==> src/rtl/if_fetch_unit_pkg.sv <==
`default_nettype none
//==============================================================================
// Module      : if_fetch_unit_pkg
// Description : Shared fetch-stage defines (PC/instruction widths, reset PC,
//               instruction size) and small helpers.
// Revision    : 1.0 - initial release
//==============================================================================
package if_fetch_unit_pkg;

    localparam int          DEF_PC_WIDTH   = 32;
    localparam int          DEF_INST_WIDTH = 32;
    localparam logic [31:0] DEF_RESET_PC   = 32'h0000_0000;
    localparam int          INST_BYTES     = 4;

    // A fetch target is misaligned when it is not on a 4-byte boundary.
    function automatic logic is_misaligned(input logic [1:0] pc_lo);
        return (pc_lo != 2'b00);
    endfunction

endpackage
`default_nettype wire

==> src/rtl/if_fetch_unit_if.sv <==
`default_nettype none
//==============================================================================
// Module      : if_fetch_unit_if
// Description : Fetch-stage bus: IMEM address/data, redirect request and the
//               valid/ready hand-off to decode.
// Revision    : 1.0 - initial release
//==============================================================================
interface if_fetch_unit_if
    import if_fetch_unit_pkg::*;
#(
    parameter int PC_WIDTH   = DEF_PC_WIDTH,
    parameter int INST_WIDTH = DEF_INST_WIDTH
);
    logic [PC_WIDTH-1:0]   imem_pc;
    logic [INST_WIDTH-1:0] imem_inst;
    logic                  redirect_valid;
    logic [PC_WIDTH-1:0]   redirect_pc;
    logic                  id_valid;
    logic                  id_ready;
    logic [PC_WIDTH-1:0]   id_pc;
    logic [INST_WIDTH-1:0] id_inst;
    logic                  id_misalign;

    // Fetch unit side
    modport master (
        output imem_pc, id_valid, id_pc, id_inst, id_misalign,
        input  imem_inst, redirect_valid, redirect_pc, id_ready
    );

    // Environment side (IMEM, branch unit, decode)
    modport slave (
        input  imem_pc, id_valid, id_pc, id_inst, id_misalign,
        output imem_inst, redirect_valid, redirect_pc, id_ready
    );
endinterface
`default_nettype wire

==> src/rtl/if_fetch_unit_fetch_fifo.sv <==
`default_nettype none
//==============================================================================
// Module      : fetch_fifo
// Description : Small synchronous FIFO buffering fetched {pc, inst, misalign}
//               entries. Flush wins over push; push and pop may coincide at
//               any occupancy (the caller guarantees no overflow).
// Revision    : 1.0 - initial release
//==============================================================================
module fetch_fifo #(
    parameter int DEPTH = 2,
    parameter int WIDTH = 65
) (
    input  wire logic                       clk,
    input  wire logic                       reset_n,
    input  wire logic                       i_push,
    input  wire logic [WIDTH-1:0]           i_push_data,
    input  wire logic                       i_pop,
    input  wire logic                       i_flush,
    output logic [$clog2(DEPTH+1)-1:0]      o_count,
    output logic                            o_valid,
    output logic [WIDTH-1:0]                o_head
);
    localparam int                 c_PTR_W = (DEPTH > 1) ? $clog2(DEPTH) : 1;
    localparam int                 c_CNT_W = $clog2(DEPTH + 1);
    localparam logic [c_PTR_W-1:0] c_LAST  = c_PTR_W'(DEPTH - 1);

    logic [WIDTH-1:0]   r_mem [DEPTH];
    logic [c_PTR_W-1:0] r_rd_ptr;
    logic [c_PTR_W-1:0] r_wr_ptr;
    logic [c_CNT_W-1:0] r_count;
    logic               w_pop;

    assign w_pop = i_pop & (r_count != '0);

    // Entry storage; cleared on reset so the head reads as zero.
    always_ff @(posedge clk or negedge reset_n) begin
        if (!reset_n) begin
            for (int i = 0; i < DEPTH; i++) begin
                r_mem[i] <= '0;
            end
        end else if (i_push && !i_flush) begin
            r_mem[r_wr_ptr] <= i_push_data;
        end
    end

    // Read/write pointers and occupancy; flush empties the buffer.
    always_ff @(posedge clk or negedge reset_n) begin
        if (!reset_n) begin
            r_rd_ptr <= '0;
            r_wr_ptr <= '0;
            r_count  <= '0;
        end else if (i_flush) begin
            r_rd_ptr <= '0;
            r_wr_ptr <= '0;
            r_count  <= '0;
        end else begin
            if (i_push) begin
                r_wr_ptr <= (r_wr_ptr == c_LAST) ? '0 : r_wr_ptr + c_PTR_W'(1);
            end
            if (w_pop) begin
                r_rd_ptr <= (r_rd_ptr == c_LAST) ? '0 : r_rd_ptr + c_PTR_W'(1);
            end
            case ({i_push, w_pop})
                2'b10:   r_count <= r_count + c_CNT_W'(1);
                2'b01:   r_count <= r_count - c_CNT_W'(1);
                default: r_count <= r_count;
            endcase
        end
    end

    assign o_count = r_count;
    assign o_valid = (r_count != '0);
    assign o_head  = r_mem[r_rd_ptr];

endmodule
`default_nettype wire

==> src/rtl/if_fetch_unit.sv <==
`default_nettype none
//==============================================================================
// Module      : if_fetch_unit
// Description : Instruction-fetch stage. Owns the PC, issues one IMEM read per
//               cycle under a credit check, buffers responses in a FIFO and
//               hands {pc, inst, misalign} to decode. Redirect flushes.
// Revision    : 1.0 - initial release
//==============================================================================
module if_fetch_unit
    import if_fetch_unit_pkg::*;
#(
    parameter int                  PC_WIDTH   = DEF_PC_WIDTH,
    parameter int                  INST_WIDTH = DEF_INST_WIDTH,
    parameter logic [PC_WIDTH-1:0] RESET_PC   = PC_WIDTH'(DEF_RESET_PC),
    parameter int                  FIFO_DEPTH = 2
) (
    input  wire logic       clk,
    input  wire logic       reset_n,
    if_fetch_unit_if.master bus
);
    localparam int c_ENTRY_W = PC_WIDTH + INST_WIDTH + 1;
    localparam int c_CNT_W   = $clog2(FIFO_DEPTH + 1);
    localparam int c_OCC_W   = c_CNT_W + 1;

    logic [PC_WIDTH-1:0]  r_pc_q;
    logic [PC_WIDTH-1:0]  r_rsp_pc;
    logic                 r_pending;
    logic                 r_halted;

    logic [c_CNT_W-1:0]   w_count;
    logic [c_OCC_W-1:0]   w_occupancy;
    logic                 w_head_valid;
    logic                 w_pop;
    logic                 w_push;
    logic                 w_issue;
    logic                 w_rsp_misalign;
    logic [c_ENTRY_W-1:0] w_push_data;
    logic [c_ENTRY_W-1:0] w_head_data;

    assign w_pop          = w_head_valid & bus.id_ready;
    assign w_rsp_misalign = is_misaligned(r_rsp_pc[1:0]);
    // A response arriving during a redirect is dropped (flush also wins in the FIFO).
    assign w_push         = r_pending & ~bus.redirect_valid;
    assign w_push_data    = {r_rsp_pc, bus.imem_inst, w_rsp_misalign};

    // Entries held plus the read in flight, less the one leaving this cycle.
    assign w_occupancy = {1'b0, w_count} + c_OCC_W'(r_pending) - c_OCC_W'(w_pop);

    // The misaligned response being pushed this cycle already stops issue, so
    // exactly one misaligned entry reaches decode before the stage halts.
    assign w_issue = ~bus.redirect_valid & ~r_halted
                   & ~(r_pending & w_rsp_misalign)
                   & (w_occupancy < c_OCC_W'(FIFO_DEPTH));

    // PC, in-flight tracking and halt state; redirect has highest priority.
    always_ff @(posedge clk or negedge reset_n) begin
        if (!reset_n) begin
            r_pc_q    <= RESET_PC;
            r_rsp_pc  <= '0;
            r_pending <= 1'b0;
            r_halted  <= 1'b0;
        end else if (bus.redirect_valid) begin
            r_pc_q    <= bus.redirect_pc;
            r_pending <= 1'b0;
            r_halted  <= 1'b0;
        end else begin
            r_pending <= w_issue;
            if (w_issue) begin
                r_rsp_pc <= r_pc_q;
                r_pc_q   <= r_pc_q + PC_WIDTH'(INST_BYTES);
            end
            if (r_pending && w_rsp_misalign) begin
                r_halted <= 1'b1;
            end
        end
    end

    fetch_fifo #(
        .DEPTH (FIFO_DEPTH),
        .WIDTH (c_ENTRY_W)
    ) u_fetch_fifo (
        .clk         (clk),
        .reset_n     (reset_n),
        .i_push      (w_push),
        .i_push_data (w_push_data),
        .i_pop       (w_pop),
        .i_flush     (bus.redirect_valid),
        .o_count     (w_count),
        .o_valid     (w_head_valid),
        .o_head      (w_head_data)
    );

    assign bus.imem_pc     = r_pc_q;
    assign bus.id_valid    = w_head_valid;
    assign bus.id_pc       = w_head_data[c_ENTRY_W-1 -: PC_WIDTH];
    assign bus.id_inst     = w_head_data[INST_WIDTH:1];
    assign bus.id_misalign = w_head_data[0];

endmodule
`default_nettype wire

==> src/flat_wrapper.sv <==
// flat-port wrapper written by rule: the top's interface ports become plain ports
module if_fetch_unit_flat import if_fetch_unit_pkg::*;
#(
    parameter int                  PC_WIDTH   = DEF_PC_WIDTH,
    parameter int                  INST_WIDTH = DEF_INST_WIDTH,
    parameter logic [PC_WIDTH-1:0] RESET_PC   = PC_WIDTH'(DEF_RESET_PC),
    parameter int                  FIFO_DEPTH = 2
)
  (clk, reset_n, bus_imem_pc, bus_id_valid, bus_id_pc, bus_id_inst, bus_id_misalign, bus_imem_inst, bus_redirect_valid, bus_redirect_pc, bus_id_ready);
  if_fetch_unit_if #(.PC_WIDTH(PC_WIDTH), .INST_WIDTH(INST_WIDTH)) bus_i ();
  input  wire logic clk;
  input  wire logic reset_n;
  output wire logic [$bits(bus_i.imem_pc)-1:0] bus_imem_pc;
  output wire logic [$bits(bus_i.id_valid)-1:0] bus_id_valid;
  output wire logic [$bits(bus_i.id_pc)-1:0] bus_id_pc;
  output wire logic [$bits(bus_i.id_inst)-1:0] bus_id_inst;
  output wire logic [$bits(bus_i.id_misalign)-1:0] bus_id_misalign;
  input wire logic [$bits(bus_i.imem_inst)-1:0] bus_imem_inst;
  input wire logic [$bits(bus_i.redirect_valid)-1:0] bus_redirect_valid;
  input wire logic [$bits(bus_i.redirect_pc)-1:0] bus_redirect_pc;
  input wire logic [$bits(bus_i.id_ready)-1:0] bus_id_ready;
  assign bus_imem_pc = bus_i.imem_pc;
  assign bus_id_valid = bus_i.id_valid;
  assign bus_id_pc = bus_i.id_pc;
  assign bus_id_inst = bus_i.id_inst;
  assign bus_id_misalign = bus_i.id_misalign;
  assign bus_i.imem_inst = bus_imem_inst;
  assign bus_i.redirect_valid = bus_redirect_valid;
  assign bus_i.redirect_pc = bus_redirect_pc;
  assign bus_i.id_ready = bus_id_ready;
  if_fetch_unit #(.PC_WIDTH(PC_WIDTH), .INST_WIDTH(INST_WIDTH), .RESET_PC(RESET_PC), .FIFO_DEPTH(FIFO_DEPTH)) u_core (.clk(clk), .reset_n(reset_n), .bus(bus_i));
endmodule
==> config.mk <==
export PLATFORM = sky130hd
export DESIGN_NAME = if_fetch_unit_flat
export DESIGN_NICKNAME = d
export VERILOG_FILES = /design/src/rtl/if_fetch_unit_pkg.sv /design/src/rtl/if_fetch_unit_if.sv /design/src/rtl/if_fetch_unit_fetch_fifo.sv /design/src/rtl/if_fetch_unit.sv /design/src/flat_wrapper.sv
export SDC_FILE = /design/constraint.sdc
export NUM_CORES = 1
export LEC_CHECK = 0
export CAP_MARGIN = 20
export CORE_ASPECT_RATIO = 0.75
export CORE_UTILIZATION = 58
export CTS_BUF_LIST = sky130_fd_sc_hd__clkbuf_8
export CTS_CLUSTER_SIZE = 8
export DETAILED_ROUTE_END_ITERATION = 12
export GPL_TIMING_DRIVEN = 1
export PLACE_DENSITY = 0.88
export SLEW_MARGIN = 0
export SYNTH_ARGS = -nofsm -noshare
export SYNTH_HDL_FRONTEND = slang
export SYNTH_SLANG_ARGS = --single-unit
==> constraint.sdc <==
create_clock -name clk -period 5.35 [get_ports clk]
set_input_delay 1.07 -clock clk [delete_from_list [all_inputs] [get_ports clk]]
set_output_delay 1.07 -clock clk [all_outputs]
set_load 0.01 [all_outputs]
# ---- Word level (Yosys, flattened, before mapping)
# Cells that the tools add are included.
dict set report classes {
  mul 0
  addsub 7
  n_bitwise 12
  n_eq_ne 2
  n_lt_le_gt_ge 4
  div_mod_pow 0
  n_mux 19
  shift 0
  reduce_logical 12
}
# op n
set ops {}
lappend ops {{two-way mux 65 bit} 4}
lappend ops {{bitwise mux 130 bit} 1}
lappend ops {{demux 65 bit (select 1 bit)} 1}
lappend ops {{two-way mux 32 bit} 2}
lappend ops {{adder 32 x 3 -> 32 bit, second input constant} 1}
lappend ops {{nonzero test 2 bit} 6}
lappend ops {{two-way mux 1 bit} 9}
lappend ops {{AND 1 bit} 7}
lappend ops {{>= comparator 2 bit, second input constant} 2}
lappend ops {{inverter 1 -> 2 bit} 2}
lappend ops {{case mux 2 bit (2 select lines)} 1}
lappend ops {{adder 2 x 1 -> 3 bit} 1}
lappend ops {{logical AND 1 bit} 3}
lappend ops {{less-than comparator 3 x 2 -> 1 bit, second input constant} 1}
lappend ops {{inverter 1 bit} 3}
lappend ops {{nonzero test 3 bit} 1}
lappend ops {{subtractor 3 x 1 -> 3 bit} 1}
lappend ops {{adder 1 bit, second input constant} 2}
lappend ops {{adder 2 x 1 -> 2 bit, second input constant} 1}
lappend ops {{== test 2 x 1 -> 1 bit, second input constant} 1}
lappend ops {{== test 2 bit, second input constant} 1}
lappend ops {{less-than comparator 2 x 1 -> 1 bit, second input constant} 1}
lappend ops {{two-way mux 2 bit} 1}
lappend ops {{AND reduction 2 bit} 1}
lappend ops {{other kinds (2)} 2}
dict set report totals {
  output_inout_bits 98
  latch_bits 0
  n_memories 0
  in_bits 68
  elab_cells 65
  reg_bits 200
  ram_bits 0
  mem_bits_ro 0
}

# ---- Logic depth before layout (Yosys ltp)
dict set report depth {
  depth_word 7
  depth_mapped 12
  ltp_nobuf 11
}

# ---- Cells and area by module
# From an unflattened synthesis, not the netlist that was laid out.
dict set report hier_totals {
  cells_unflattened 744
  area_unflattened_um2 9520.4
}
# module area_each_um2 instances seq_area_each_um2 cells_per_inst
set modules_own_cells {}
lappend modules_own_cells {fetch_fifo 6264.8 1 3353.2 369}
lappend modules_own_cells {if_fetch_unit 3255.6 1 1651.6 375}

# ---- Worst setup path after synthesis
# OpenSTA, ideal clock, no wires.
dict set report synth_path {
  path_type {input to register}
  start {input port bus_id_ready}
  end {register u_core.r_rsp_pc[10]}
  n_path_buf 1
  setup_slack_ns 1.948
  cell_stages 10
  setup_time_ns 0.125
  t_arrival_ns 3.277
  cell_sequence {nand2_1 > inv_1 > ha_1 > nand2b_1 > fa_1 > nor2b_1 > nand3_4 > nor2_4 > buf_2 > mux2_2}
}
dict set report synth_via {
  elab_chain_len 5
}
# item line_no
set synth_lines {}
lappend synth_lines {{start: declaration} flat_wrapper.sv:21} ;# input wire logic [$bits(bus_i.id_ready)-1:0] bus_id_ready;
lappend synth_lines {{AND 1 bit} if_fetch_unit.sv:40} ;# assign w_pop = w_head_valid & bus.id_ready;
lappend synth_lines {{subtractor 3 x 1 -> 3 bit} if_fetch_unit.sv:47} ;# assign w_occupancy = {1'b0, w_count} + c_OCC_W'(r_pending) - c_OCC_W'(w_pop);
lappend synth_lines {{less-than comparator 3 x 2 -> 1 bit} if_fetch_unit.sv:53} ;# & (w_occupancy < c_OCC_W'(FIFO_DEPTH));
lappend synth_lines {{AND 1 bit} if_fetch_unit.sv:53}
lappend synth_lines {{AND reduction 2 bit (no source line)} --}
lappend synth_lines {{end signal: assignment} if_fetch_unit.sv:69} ;# r_rsp_pc <= r_pc_q;
lappend synth_lines {{end: declaration} if_fetch_unit.sv:26} ;# logic [PC_WIDTH-1:0] r_rsp_pc;
# Every way passes these cells.
# A chain may end at the register's enable or synchronous reset.

# ---- Final worst setup path
dict set report layout_path {
  start {input port bus_id_ready}
  end {register u_core.r_rsp_pc[15]}
}
# The elaborated chain is that of the path after synthesis.

==> run summary <==
drt pass-1 iters: 5
share of the synthesized area in the top cell type: 55.9%
largest area contributor in the netlist: dfrtp_1
later-pin clock latency in the skew report: 460 ps
CP max FO: 19
synth top area cells: dfrtp_1, mux2_2, xnor2_1
Syn Nets: 728
commonest non-fill, non-tap cell in the layout: mux2_2
CP delay by family, top: simple AND/OR/NAND/NOR gates
DR vias/cell: 5.75
IO buf count: 165
worst path cell trace: clkdlybuf4s50_1 > nand2_1 > inv_1 > ha_1 > nand2b_1 > fa_1 > nor2b_1 > nand3_4 > nor2_4 > buf_4 > mux2_2
H-tree Lvls: 4
first-pass GRT wire length: 32.1 mm
layout cells sized above 1: 33.8%
hpwl dp: 13.8 mm
TritonCTS clock tree: yes
# diodes: 0
Placeable Area: 0.0147 mm2
Main synth FF type: dfrtp_1
Max Cap Viol: 0
hold_buf cts: 0
slew margin rel.: 34.8%
Die X: 145 um
Critical R2R Launch: u_core.u_fetch_fifo.o_count[1]
Final Hold Fails: 0
CTS Root Cell: clkbuf_8
routed via count: 5910
Final nets: 886
synth unique cells: 47
CP endpoint kind: flip-flop
Final setup viols: 0
Die Height: 110 um
routed len/inst: 19.4 um
fin. max-slew vios: 0
asr flop ratio synth: 100%
sequential fraction of the synthesis area: 55.9%
Initial Util: 60.7%
Synth warnings: 0
Final Wtd Congestion: 0.837
commonest non-fill, non-tap cells in the layout: mux2_2, dfrtp_1, clkdlybuf4s50_1, nand2_1, xnor2_1
largest net degree at the start of global routing: 123
vias in the first global route: 6190
Final ANT Viol Nets: 0
slowest CP cell: nor2_4
synthesized cell area: 0.00895 mm2
utilization after layout: 75.7%
Setup crit start kind: input pin
post-cts sizing count: 0
Slew @ Worst Pin: 978 ps
WP data required: 5700 ps
Tmin final: 4130 ps
IO Pins: 166
Buf+Inv Stages, Crit Path: 3
Clock Path Buffers: 2
# DRC: 0
min-delay worst type: flip-flop to flip-flop
Leakage: 4.70 nW
Power Dens Cells: 541 mW/mm2
Arr. time, crit path: 4470 ps
grt ovf: 0
Post-CTS Setup Repair Bufs: 0
drt total wl: 19.9 mm
syn_area_per_cell: 13.6 um2
Final period util: 77.1%
clock skew: 10.4 ps
WS Path Type: input pin to flip-flop
Area growth syn-to-layout: 24.7%
critical path's largest stage delay: 480 ps
outcome: finished, final reports clean
worst vdd ir: 0.415 mV
CTS buffer count: 17
initial antenna violation count: 0
DRT iter0 DRCs: 372
number of synthesized flops with an enable pin: 0
RSZ-0062 raised after global routing: false
hold path startpoint: u_core.u_fetch_fifo.r_mem[0]
Setup TNS: 0 ps
Critical path origin: bus_id_ready
Syn Inst Count: 657
Fmax achieved: 242 MHz
clock transition at the registers of the reported paths: 90 ps
site row count: 38
FF+latch count, synth: 200
Die ar.: 0.0159 mm2
Sinks on Clock Net: 200
GRT Util Overall: 26.5%
[logic make-up (layout without fill, tap and decap cells)]
kind of cell	after synthesis	in the layout	synth area share, %
buffers and inverters	44	215	2.33
AND/OR/NAND/NOR	113	113	7.14
adder cells (fa/ha/maj)	3	3	0.503
flip-flops	200	200	55.9
multiplexers	228	228	28.7
AO/OA/AOI/OAI	38	38	2.31
XOR/XNOR	31	31	3.12
[report_power, final]
part / switching, mW / total (mW) / internal, mW
clock: 0.499 / 0.990 / 0.491
sequential: 0.449 / 2.59 / 2.14
combinational: 0.943 / 2.46 / 1.52
[Yosys cell counts (all sizes together) (2+ instances only)]
cell type and number:
buf 21, and3 3, o21ai 31, dfrtp 200, nor2 11, nand4 9
xor2 4, clkbuf 15, nand2 40, xnor2 27, and2 2, nor4 9
nand3b 2, a21oi 3, nor3 12, inv 8, nand2b 2, ha 2
and4 5, or2 2, nand3 11, mux2 227
[tightest hold or removal path: stages (launching register included)]
cell,delay (ps)
dfrtp_1,350
nand2_1,50
o21ai_0,70
[final cells by class]
type	count	area (um2)
multi-input combinational	413	3740
fill	942	3580
inverter	8	30.0
timing repair buffer	175	1730
tap	200	250
sequential	200	5010
clock inverter	12	135
clock buffer	20	275
[state kept, by name, indices dropped and copies added, names as in the netlist]
| register | cells |
|---|---|
| u_core.u_fetch_fifo.r_mem | 130 |
| u_core.bus.imem_pc | 32 |
| u_core.r_rsp_pc | 32 |
| u_core.u_fetch_fifo.o_count | 2 |
| u_core.r_halted | 1 |
| u_core.r_pending | 1 |
| u_core.u_fetch_fifo.r_rd_ptr | 1 |
| u_core.u_fetch_fifo.r_wr_ptr | 1 |
[metrics by stage]
stage | total power, mW | std cells | setup WS, ps | area [um2] | hold slack (ps)
floorplan | 3.99 | 657 | 1950 | 8950 | 444
global placement | 4.92 | 996 | 905 | 10800 | 459
detailed placement | 5.08 | 996 | 758 | 10800 | 473
CTS | 6.08 | 1028 | 1270 | 11200 | 500
global route | 6.38 | 1028 | 1070 | 11200 | 520
finish | 6.04 | 1028 | 1220 | 11200 | 497
[final timing paths]
check | end | slack [ps] | cells past startpoint
hold reg to reg | u_core.u_fetch_fifo.r_mem[0] | 500 | 2
min in group asynchronous | u_core.u_fetch_fifo.r_mem[101] | 710 | 1
max in group asynchronous | u_core.u_fetch_fifo.r_mem[4] | 3480 | 2
setup reg to reg | u_core.r_rsp_pc[15] | 1490 | 11
hold / removal | u_core.u_fetch_fifo.r_mem[0] | 500 | 2
setup / recovery | u_core.r_rsp_pc[15] | 1220 | 11
[per-layer routing]
metal	up-vias	GRT usage, %	share of wire, %
li1	2649	-	-
met1	3054	33.4	43
met2	180	45.4	50
met3	27	6.56	6.1
met4	0	9.32	1.6
met5	-	0	0
(Power assumes the default switching activity.)
==> edit 1 (same settings) <==
Set the package constant `DEF_PC_WIDTH` to 16 (it was 32).
--- a/src/rtl/if_fetch_unit_pkg.sv
+++ b/src/rtl/if_fetch_unit_pkg.sv
@@ -7,7 +7,7 @@
 //==============================================================================
 package if_fetch_unit_pkg;
 
-    localparam int          DEF_PC_WIDTH   = 32;
+    localparam int          DEF_PC_WIDTH   = 16;
     localparam int          DEF_INST_WIDTH = 32;
     localparam logic [31:0] DEF_RESET_PC   = 32'h0000_0000;
     localparam int          INST_BYTES     = 4;
Interface: changed (resized bus_id_pc, bus_imem_pc and bus_redirect_pc); port bits go from 166 to 118. The function was not compared with the original's and may differ.
==> edit 1 against the unedited design <==
The run now ends with DRC left; sequential cell count is 64 lower; maximum frequency is 12% higher; cell area is 30% lower; total power is 22% lower; worst setup slack better by 0.43 ns; clock skew is 0.00073 ns higher; sequential power is 29% lower; core utilization is 0.24 points higher; global-route usage is 0.54 points lower; first-iteration DRC count is 14% lower; routed wire length is 34% lower; synthesized cell count is 31% lower; synthesized area is 32% lower; critical path type unchanged; critical endpoint is now u_core.bus.imem_pc[12]$_DFFE_PN0P_; largest power group is now combinational cells.
==> edit 1: results (changes against the unedited design) <==
[global_routing]
first_global_vias=4435  ; -28%
grtUsageTotal_pct=26.0  ; -0.54 points
grt_max_degree=84  ; -32%
grt_pass1_wl_mm=21.9  ; -32%
antenna_found_initial=0  ; unchanged

[run_status]
failed_checks=DRC
status=finished, violations left

[route]
drt-wirelength-per-cell_um=18.2  ; -5.9%
vias_per_cell=5.72  ; -0.45%
wl_mm=13.1  ; -34%
initialDrtViolationCount=319  ; -14%
drc=2  ; +2
dr.pass1.iters=8  ; +3

[layout]
final_layout_size_suffix_gt1_share_pct=24.0  ; -9.8 points
n_fill_cell=643  ; -32%
diodes=0  ; unchanged
finalNetCount=625  ; -29%
largest-register=u_core.u_fetch_fifo.r_mem
largest_reg_flops=98  ; -25%

[critical_path]
cpLargestDelayFamily=buffers and inverters
critical-path-max-stage-delay_ns=0.44  ; -0.04 ns
cp_max_fo=32  ; +13
crit_slowest_cell=fa_1
arrival_ns=4.01  ; -0.46 ns

[hold_path]
hold_path_class=reg -> reg

[placement]
placed_area_um2=7330  ; -32%
dp_worst_setup_slack_ns=1.23  ; +0.473 ns
dp_cells=687  ; -31%
dpl.hpwl_mm=8.49  ; -39%
io_buffers=117  ; -29%
place.gp.congestion=0.863  ; +3.1%

[synthesis]
syn_nets=510  ; -30%
synth.area.top_cells=dfrtp_1 56%, mux2_2 17%, mux2_1 10%, nand2_1 3.4%, a221o_1 1.8%
yosys_warnings=0  ; unchanged
synth_seq_area_share_pct=55.8  ; -0.080 points
yosys_most_used_dff=dfrtp_1
synth_common_cells=136 x dfrtp_1, 91 x mux2_2, 56 x mux2_1
syn_avg_cell_area_um2=13.4  ; -1.7%
ys_types=42  ; -11%
synthArstFlopShare_pct=100  ; unchanged

[clock_network]
path_clk_slew_ns=0.08
cts-htree-levels=4  ; unchanged
cts_resized=0  ; unchanged
post_cts_buffers=0  ; unchanged
cts_buffer_depth=2  ; unchanged
clock-root-buffer=clkbuf_8
cts_buffers=17  ; unchanged
clk_latency_ns=0.44  ; -0.02 ns

[sta]
clock_skew_ns=0.0111  ; +0.000726 ns
worstMarginPinSlew_ns=0.732  ; -0.245 ns

[power_and_ir_drop]
p_leak_nw=3.44  ; -27%
peakVddDrop_mv=0.365  ; -12%

[run]
maxCapViolations=0  ; unchanged

edit 1: power by group:
part | internal (mW) | switching, mW
registers | 1.51 | 0.344
logic | 1.10 | 0.779
clock network | 0.577 | 0.390
total | 3.18 | 1.51
edit 1: worst register-to-register path, stage by stage (launching register included):
cell      delay [ns]
dfrtp_1         0.47
or2_2           0.33
nand2_1         0.15
inv_1           0.06
ha_1            0.27
nand2b_1        0.16
fa_1            0.44
xnor2_2         0.18
nand4_2         0.10
buf_4           0.32
inv_2           0.30
a21o_1          0.24
a221o_1         0.29
edit 1: kinds of logic (layout without fill, tap and decap cells):
kind of cell	Yosys count	in the layout	synth area share, %
AOI/OAI and AO/OA	36	36	4.87
xor gates and xnor gates	6	6	0.985
adders and majority gates	3	3	0.739
buffers and inverters	32	160	3.00
DFF	136	136	55.8
muxes	147	147	27.2
and+or+nand+nor	95	95	7.41
edit 1: path summary, 6_finish.rpt:
| kind | startpoint | to | slack [ns] | cells after the start |
|---|---|---|---|---|
| worst max-delay path | bus_id_ready | u_core.bus.imem_pc[12]$_DFFE_PN0P_ | 1.66 | 12 |
| worst min-delay path | u_core.u_fetch_fifo.r_mem[97]$_DFFE_PN0P_ | u_core.u_fetch_fifo.r_mem[97]$_DFFE_PN0P_ | 0.49 | 1 |
| worst max register to register | u_core.u_fetch_fifo.o_count[1]$_DFFE_PN0P_ | u_core.bus.imem_pc[12]$_DFFE_PN0P_ | 1.93 | 12 |
| worst min register to register | u_core.u_fetch_fifo.r_mem[97]$_DFFE_PN0P_ | u_core.u_fetch_fifo.r_mem[97]$_DFFE_PN0P_ | 0.49 | 1 |
| max in group asynchronous | reset_n | u_core.u_fetch_fifo.r_rd_ptr$_DFFE_PN0P_ | 3.46 | 2 |
| min in group asynchronous | reset_n | u_core.u_fetch_fifo.r_mem[93]$_DFFE_PN0P_ | 0.66 | 1 |
edit 1: final cells by class:
type	count	area (um2)	area share [%]
Inverter	5	18.8	0.241
Timing Repair Buffer	123	1220	15.6
Sequential cell	136	3400	43.7
Multi-Input combinational cell	287	2510	32.3
Clock inverter	13	200	2.57
Tap cell	136	170	2.19
Clock buffer	19	262	3.36
edit 1: metal layers:
| layer | vias to the layer above | global-route usage, % | part of all wire, % |
|---|---|---|---|
| met5 | - | 0 | 0 |
| met3 | 29 | 5.93 | 4.4 |
| li1 | 1853 | - | - |
| met2 | 129 | 43.1 | 50 |
| met4 | 0 | 7.61 | 1.6 |
| met1 | 2104 | 34.3 | 44 |
==> edit 2 (config.mk and constraints unchanged) <==
Without the edit above. Reset style: synchronous (`reset_n`), changed in 3 clocked blocks.
--- a/src/rtl/if_fetch_unit_fetch_fifo.sv
+++ b/src/rtl/if_fetch_unit_fetch_fifo.sv
@@ -33,7 +33,7 @@
     assign w_pop = i_pop & (r_count != '0);
 
     // Entry storage; cleared on reset so the head reads as zero.
-    always_ff @(posedge clk or negedge reset_n) begin
+    always_ff @(posedge clk) begin
         if (!reset_n) begin
             for (int i = 0; i < DEPTH; i++) begin
                 r_mem[i] <= '0;
@@ -44,7 +44,7 @@
     end
 
     // Read/write pointers and occupancy; flush empties the buffer.
-    always_ff @(posedge clk or negedge reset_n) begin
+    always_ff @(posedge clk) begin
         if (!reset_n) begin
             r_rd_ptr <= '0;
             r_wr_ptr <= '0;
--- a/src/rtl/if_fetch_unit.sv
+++ b/src/rtl/if_fetch_unit.sv
@@ -53,7 +53,7 @@
                    & (w_occupancy < c_OCC_W'(FIFO_DEPTH));
 
     // PC, in-flight tracking and halt state; redirect has highest priority.
-    always_ff @(posedge clk or negedge reset_n) begin
+    always_ff @(posedge clk) begin
         if (!reset_n) begin
             r_pc_q    <= RESET_PC;
             r_rsp_pc  <= '0;
Behaviour: differs if reset_n is asserted again (counterexample within 4 cycles, from zero or initial values and one cycle with reset_n low); with reset_n held inactive, the same outputs for 4 cycles.
==> edit 2 against the unedited design <==
Register-to-register slack gained 0.28 ns; count of clock-buffer cells in the layout grew 20; worst setup slack gained 0.28 ns; routed wire length grew 1.6%; cell area grew 2.8%; synthesized area is essentially flat; sequential cell count grew 1; clock skew is essentially flat; largest cell class unchanged.
Power is not compared: it rests on default switching activity, and its combinational part moved more than twofold at a synthesized area within 25%.
==> edit 2: results (changes against the unedited design) <==
[run_status]
status=complete, no violations

[global_routing]
grt_max_degree=68  ; -45%
grt_pass1_wl_mm=32.0  ; -0.41%
first_global_vias=6184  ; -0.097%
gr-usage-met3_pct=5.02  ; -1.5 points
grtUsageTotal_pct=25.6  ; -0.89 points
grt_use_met2_pct=43.8  ; -1.7 points

[layout]
clockBufferCount=40  ; +100%
bufAreaShareNonClock_pct=15.5  ; +0.021 points
multi_input_gates=501  ; +21%
finalNetCount=993  ; +12%
n_fill_cell=883  ; -6.3%
ff_latch_area_um2=5330  ; +6.4%
final_layout_size_suffix_gt1_share_pct=15.1  ; -19 points
clkCellAreaFrac_pct=5.70  ; +2.0 points
nNonClkInverters=5  ; -3
multi_input_area_share_pct=30.1  ; -3.4 points
multi_input_area_um2=3450  ; -7.7%
buffers=178  ; +1.7%

[route]
routed-wl-met2_mm=9.65  ; -2.3%
initialDrtViolationCount=397  ; +6.7%
wl_mm=20.2  ; +1.6%
m1WireLength_mm=8.77  ; +3.2%

[clock_network]
path_clk_slew_ns=0.06  ; -0.03 ns
clk_latency_ns=0.48  ; +0.02 ns
cts-htree-levels=2  ; -2
cts_buffers=34  ; +17

[sta]
worstMarginPinSlew_ns=0.935  ; -0.0425 ns
clock_skew_ns=0.0105  ; +0.000160 ns

[placement]
dpl.hpwl_mm=13.2  ; -4.7%
place.gp.congestion=0.874  ; +4.4%
placed_area_um2=10800  ; +0.49%

[synthesis]
ys_types=54  ; +15%
synth_fa_ha_area_share_pct=0.643  ; +0.14 points
synthArstFlopShare_pct=0  ; -100 points
synth-xor-area-share_pct=2.63  ; -0.49 points
ys_ff_latch=201  ; +0.50%
yosys_most_used_dff=edfxtp_1
synthMuxAreaShare_pct=8.53  ; -20 points
synth_common_cells=130 x and2_1, 130 x edfxtp_1, 91 x nand2_1
synth.area.top_cells=edfxtp_1 44%, dfxtp_1 16%, and2_1 9.1%, mux2_2 8.3%, nand2_1 3.8%
synth_seq_area_share_pct=59.5  ; +3.6 points

[critical_path]
r2r_end=u_core.bus.imem_pc[11]$_SDFFE_PN0P_
crit_slowest_cell=fa_1
critical-path-max-stage-delay_ns=0.53  ; +0.05 ns
arrival_ns=4.26  ; -0.21 ns
worstSetupEndpoint=u_core.bus.imem_pc[11]$_SDFFE_PN0P_
cp_max_fo=11  ; -8
rrSetupSlack_ns=1.77  ; +0.28 ns

[hold_path]
hold_start=u_core.r_rsp_pc[11]$_SDFFE_PN0P_

[edit 2: cell count changes in the layout (fill, tap and decap cells not counted), moves of 51 or more]
cell      unedited run  this run
dfrtp_1            199         0
mux2_2             225        66
edfxtp_1             0       130
and2_1               2       130
dfxtp_1              0        70
nand2_1             40        91
[edit 2: power by group through the flow]
stage          clock network [mW]  registers (mW)  logic [mW]
2_1_floorplan                   0            1.81       0.152
3_3_place_gp                    0            1.80       0.331
3_5_place_dp                    0            1.81       0.340
4_1_cts                      1.32            1.78       0.344
5_1_grt                      1.38            1.79       0.370
6_report                     1.30            1.78       0.345
[edit 2: metrics by stage]
step           worst slack (ns)  hold slack, ns  cells
3_3_place_gp               1.26           0.459   1083
4_1_cts                    1.36           0.472   1144
5_1_grt                    1.34           0.495   1145
6_report                   1.50           0.471   1145
3_5_place_dp               1.10           0.464   1084
2_1_floorplan             0.539           0.447    751
